--- src/rtl/pc_seq_pkg.sv ---
// Shared types and constants for the next-PC sequencer.
// Used by pc_sequencer and pc_perf_cnt.
package pc_seq_pkg;

    typedef enum logic [1:0] {
        IDLE  = 2'd0,
        RUN   = 2'd1,
        STALL = 2'd2
    } pc_seq_state_e;

    localparam int DEFAULT_STEP = 4;

endpackage

--- src/rtl/pc_perf_cnt.sv ---
// Saturating event counter; holds at all-ones and clears only on reset.
// Instantiated by pc_sequencer when PC_SEQ_PERF_EN is defined.
module pc_perf_cnt #(
    parameter int CNT_W = 32
) (
    input  logic             clk_i,
    input  logic             rst_i,
    input  logic             i_inc,
    output logic [CNT_W-1:0] o_cnt
);

    logic [CNT_W-1:0] r_cnt;

    always_ff @(posedge clk_i or posedge rst_i) begin
        if (rst_i) begin
            r_cnt <= '0;
        end else if (i_inc && (r_cnt != {CNT_W{1'b1}})) begin
            r_cnt <= r_cnt + 1'b1;
        end
    end

    assign o_cnt = r_cnt;

endmodule

--- src/rtl/pc_sequencer.sv ---
// Next-PC controller: selects the PC input, drives PC/IF-ID enables and flush,
// and buffers a redirect raised during a memory stall. Perf counters under PC_SEQ_PERF_EN.
module pc_sequencer
    import pc_seq_pkg::*;
#(
    parameter int              XLEN         = 32,
    parameter logic [XLEN-1:0] RESET_VECTOR = '0,
    parameter int              STEP         = DEFAULT_STEP,
    parameter int              CNT_W        = 32
) (
    input  logic             clk_i,
    input  logic             rst_i,
    input  logic             start_i,
    input  logic             mem_stall_i,
    input  logic             hazard_i,
    input  logic             branch_taken_i,
    input  logic [XLEN-1:0]  branch_target_i,
    input  logic [XLEN-1:0]  pc_cur_i,
    output logic [XLEN-1:0]  pc_next_o,
    output logic             pc_write_o,
    output logic             ifid_write_o,
    output logic             flush_o,
    output logic [CNT_W-1:0] stall_cnt_o,
    output logic [CNT_W-1:0] redirect_cnt_o
);

    pc_seq_state_e   r_state;
    logic            r_pend_vld;
    logic [XLEN-1:0] r_pend_tgt;

    logic w_active;
    logic w_capture;

    // Dropping start_i makes RUN/STALL behave as IDLE within the same cycle.
    assign w_active  = (r_state != IDLE) && start_i;
    assign w_capture = w_active && mem_stall_i && branch_taken_i && !hazard_i && !r_pend_vld;

    always_comb begin
        pc_next_o    = RESET_VECTOR;
        pc_write_o   = 1'b1;
        ifid_write_o = 1'b0;
        flush_o      = 1'b1;
        if (w_active) begin
            if (mem_stall_i || hazard_i) begin
                pc_next_o    = pc_cur_i;
                pc_write_o   = 1'b0;
                ifid_write_o = 1'b0;
                flush_o      = 1'b0;
            end else if (r_pend_vld) begin
                // Buffered redirect wins; the live branch is the re-presented one.
                pc_next_o    = r_pend_tgt;
            end else if (branch_taken_i) begin
                pc_next_o    = branch_target_i;
            end else begin
                pc_next_o    = pc_cur_i + XLEN'(STEP);
                ifid_write_o = 1'b1;
                flush_o      = 1'b0;
            end
        end
    end

    always_ff @(posedge clk_i or posedge rst_i) begin
        if (rst_i) begin
            r_state    <= IDLE;
            r_pend_vld <= 1'b0;
            r_pend_tgt <= '0;
        end else if (!w_active) begin
            r_state    <= (r_state == IDLE && start_i) ? RUN : IDLE;
            r_pend_vld <= 1'b0;
        end else if (mem_stall_i) begin
            r_state <= STALL;
            if (w_capture) begin
                r_pend_vld <= 1'b1;
                r_pend_tgt <= branch_target_i;
            end
        end else begin
            r_state <= RUN;
            // A hazard on the release cycle keeps the redirect parked.
            if (!hazard_i) begin
                r_pend_vld <= 1'b0;
            end
        end
    end

`ifdef PC_SEQ_PERF_EN
    logic w_stall_inc;
    logic w_redir_inc;

    assign w_stall_inc = w_active && mem_stall_i;
    assign w_redir_inc = w_active && flush_o;

    pc_perf_cnt #(.CNT_W(CNT_W)) u_stall_cnt (
        .clk_i (clk_i),
        .rst_i (rst_i),
        .i_inc (w_stall_inc),
        .o_cnt (stall_cnt_o)
    );

    pc_perf_cnt #(.CNT_W(CNT_W)) u_redir_cnt (
        .clk_i (clk_i),
        .rst_i (rst_i),
        .i_inc (w_redir_inc),
        .o_cnt (redirect_cnt_o)
    );
`else
    assign stall_cnt_o    = '0;
    assign redirect_cnt_o = '0;
`endif

endmodule
--- config.mk ---
export PLATFORM = sky130hd
export DESIGN_NAME = pc_sequencer
export DESIGN_NICKNAME = d
export VERILOG_FILES = /design/src/rtl/pc_seq_pkg.sv /design/src/rtl/pc_perf_cnt.sv /design/src/rtl/pc_sequencer.sv
export SDC_FILE = /design/constraint.sdc
export NUM_CORES = 1
export LEC_CHECK = 0
export BUFFER_PORTS_ARGS = -buffer_cell sky130_fd_sc_hd__buf_2
export CAP_MARGIN = 10
export CORE_ASPECT_RATIO = 0.7
export CORE_MARGIN = 3
export CORE_UTILIZATION = 43
export DETAILED_ROUTE_END_ITERATION = 10
export PLACE_DENSITY_LB_ADDON = 0.12
export SLEW_MARGIN = 15
export SYNTH_ARGS = -nofsm -noshare
export SYNTH_HDL_FRONTEND = slang
export SYNTH_HIERARCHICAL = 1
export SYNTH_SLANG_ARGS = --single-unit
--- constraint.sdc ---
create_clock -name clk_i -period 1.6 [get_ports clk_i]
set_input_delay 0.16 -clock clk_i [delete_from_list [all_inputs] [get_ports clk_i]]
set_output_delay 0.16 -clock clk_i [all_outputs]
set_load 0.05 [all_outputs]
==> metrics.yaml <==
drt:
  vias: 4516
  ant_nets: 0
  drc: 0
  wire_per_inst_um: 22.3
  drt_iter0_markers: 382
  dr.pass1.iters: 5
  vias_per_cell: 6.00
  routed_wl_mm: 16.8
global_route:
  grt_max_degree: 36
  grt_pass1_vias: 4257
  grt_usage_pct: 31.8
  antenna_found_initial: 0
  grt_overflow: 0
  grt_pass1_wl_mm: 22.6
job:
  cap_viol_max_count: 0
worst_setup_path:
  path_class: "flop to output port"
  r2r_cells: 7
  rrSetupSlack_ns: -0.26
  required_ns: 1.44
  path_max_fanout: 6
  startpoint_type: "flop"
  r2r_end: "r_pend_tgt[6]"
  arrival_ns: 1.97
  critPathCaptureType: "output port"
  r2r-start: "r_state[1]"
synth:
  synth_cells: 429
  synth_edf_count: 0
  yosys_warnings: 6
  synthFlopType: "dfrtp_1"
  synth_cell_types: 55
  async_flop_share_pct: 100
  synth.avg_cell_area_um2: 7.94
  yosysSeqAreaShare_pct: 25.7
  syn-cell-area_um2: 3400
  synth_seq_cells: 35
placement:
  place_congestion: 0.906
  placed_area_um2: 5080
  dp_hpwl_mm: 10.0
  portBuffers: 104
sta:
  max_slew.worst_pin.slew_ns: 0.503
  drv_slew: 0
  fmax_ghz: 0.469
  setup_ws_ns: -0.532
  skew_ns: 0.00789
  fin_crit_ns: 2.13
  holdWs_ns: -0.00335
  finalSetupViolCount: 67
  finalCritPeriodShare_pct: 133
  finalHoldViolCount: 8
  relSlewSlack_pct: 66.5
  rsz0062_at_grt: "yes"
power:
  p_leak_nw: 2.96
  peakVddDrop_mv: 0.643
  cellPowerDensity_nw_per_um2: 663
floorplanning:
  die_area_um2: 9040
  core.rowCount: 26
  core_um2: 7480
  die_h_um: 80.4
  io_pins: 169
  die_x_um: 112
  initial_core_util_pct: 45.5
status:
  status: "finished with violations"
  violations: "negative hold slack, negative setup slack"
clock_network:
  clk_pin_slew_ns: 0.06
  cts_buffers: 5
  cts-root-buf: "clkbuf_16"
  cts_max_level: 2
  clock_path_buffers: 2
  cts_tree: "yes"
  clkLatencyLatePin_ns: 0.29
  cts.sinks: 35
cells_and_area:
  final_cell_area_um2: 6540
  area_growth_pct: 92.2
  drive_above_1_share_pct: 62.6
  num_antenna_cells: 0
  final_net_count: 726
min_path:
  hp-class: "primary input to asynchronous set/reset pin"
[layout by cell type, fill, tap and decap left out, drive strengths merged, types with 6 or more instances in the layout]
cell type / Yosys / routed
buf: 68 / 242
conb: 1 / 64
dfrtp: 35 / 35
nor2: 33 / 33
nand2: 30 / 30
a21oi: 30 / 30
o21ai: 29 / 29
mux2: 26 / 26
nand4: 16 / 16
inv: 15 / 14
nand3: 12 / 12
nor3: 12 / 12
o211ai: 8 / 8
clkbuf: 21 / 8
a221oi: 7 / 7
a211oi: 6 / 6
o22ai: 6 / 6
or3: 6 / 6
[logic make-up after synthesis]
family | Yosys count | synth area share [%]
simple gates | 130 | 20.2
compound gates | 124 | 24.3
buf+inv | 105 | 18.8
mux | 30 | 9.78
fa+ha+maj | 1 | 0.367
other cells | 1 | 0.110
flops | 35 | 25.7
xor+xnor | 3 | 0.772
[state kept, by name (all words and copies together), names as in the netlist]
signal,flops
r_pend_tgt,32
r_state,2
r_pend_vld,1
[layer usage]
metal / GRT usage, % / part of all wire [%]
met1: 42.1 / 38
met2: 51.8 / 46
met3: 7.61 / 11
met4: 9.60 / 4.7
met5: 0 / 0
[worst max path at each step]
stage	startpoint	cells after the start	slack, ns	endpoint
after floorplan	r_pend_vld	6	-0.12	pc_next_o[8]
after global placement	pc_cur_i[3]	7	-0.34	pc_next_o[15]
after detailed placement	pc_cur_i[3]	8	-0.38	pc_next_o[31]
after CTS	r_pend_vld	7	-0.48	pc_next_o[31]
after global routing	r_pend_vld	7	-0.59	pc_next_o[31]
final	r_pend_vld	7	-0.53	pc_next_o[31]
[area by class of cell]
type,instances,area (µm²)
clock buffer,5,125
clock inverter,2,13.8
fill,345,940
inverter,16,67.6
multi-input combinational,352,3190
sequential,35,877
tap,98,123
timing repair buffer,245,2140
[Yosys cell counts (all sizes together) (3+ instances only)]
master   instances  share of area (%)
a211oi           6                1.5
a21o             5                1.1
a21oi           30                4.4
a221oi           7                1.8
a22o             4                1.0
a2bb2oi          5                1.3
a311oi           5                1.3
and3             3               0.55
buf             68                 15
clkbuf          21                2.3
dfrtp           35                 26
inv             15                1.7
mux2            26                8.6
mux2i            4                1.2
nand2           30                3.3
nand3           12                1.8
nand4           16                3.5
nor2            33                3.6
nor3            12                2.2
nor4             3               0.73
o211ai           8                1.8
o21a             3               0.66
o21ai           29                4.3
o221ai           3               0.77
o22ai            6                1.1
or2              4               0.73
or3              6                1.2
or4              3               0.77
xor2             3               0.77
[worst max-delay path, cell delays in order, from the launching register on]
cell and delay, ns:
dfrtp_2 0.48, buf_6 0.16, buf_6 0.12, or3_1 0.34, o211ai_1 0.14, o21ai_1 0.14, o2bb2ai_4 0.15, buf_8 0.15
[report_power, final]
group          internal (mW)  switching (mW)  total [mW]
Sequential              1.11           0.169        1.28
Clock                  0.569           0.408       0.977
Combinational          0.848            1.23        2.08
[per-stage QoR]
| step | util, % | setup WS (ns) | total power, mW | setup TNS (ns) | cells |
|---|---|---|---|---|---|
| after global placement | 67.9 | -0.342 | 2.75 | -14.43 | 716 |
| after floorplan | - | -0.124 | 2.42 | -1.48 | 492 |
| after CTS | 81.8 | -0.476 | 4.12 | -17.44 | 739 |
| after detailed placement | 67.9 | -0.382 | 2.80 | -16.12 | 716 |
| final | 87.4 | -0.532 | 4.34 | -21.21 | 753 |
| after global routing | 87.4 | -0.588 | 4.48 | -24.88 | 753 |
[what timing repair did]
item | CTS | global route
setup endpoints to repair | 68 | 68
pin swaps | 20 | 26
buffers inserted | 12 | 14
hold buffers | 0 | 0
gates resized for setup | 194 | 66
gates cloned | 4 | 2
Note: power is estimated with default switching activity, not from simulation.
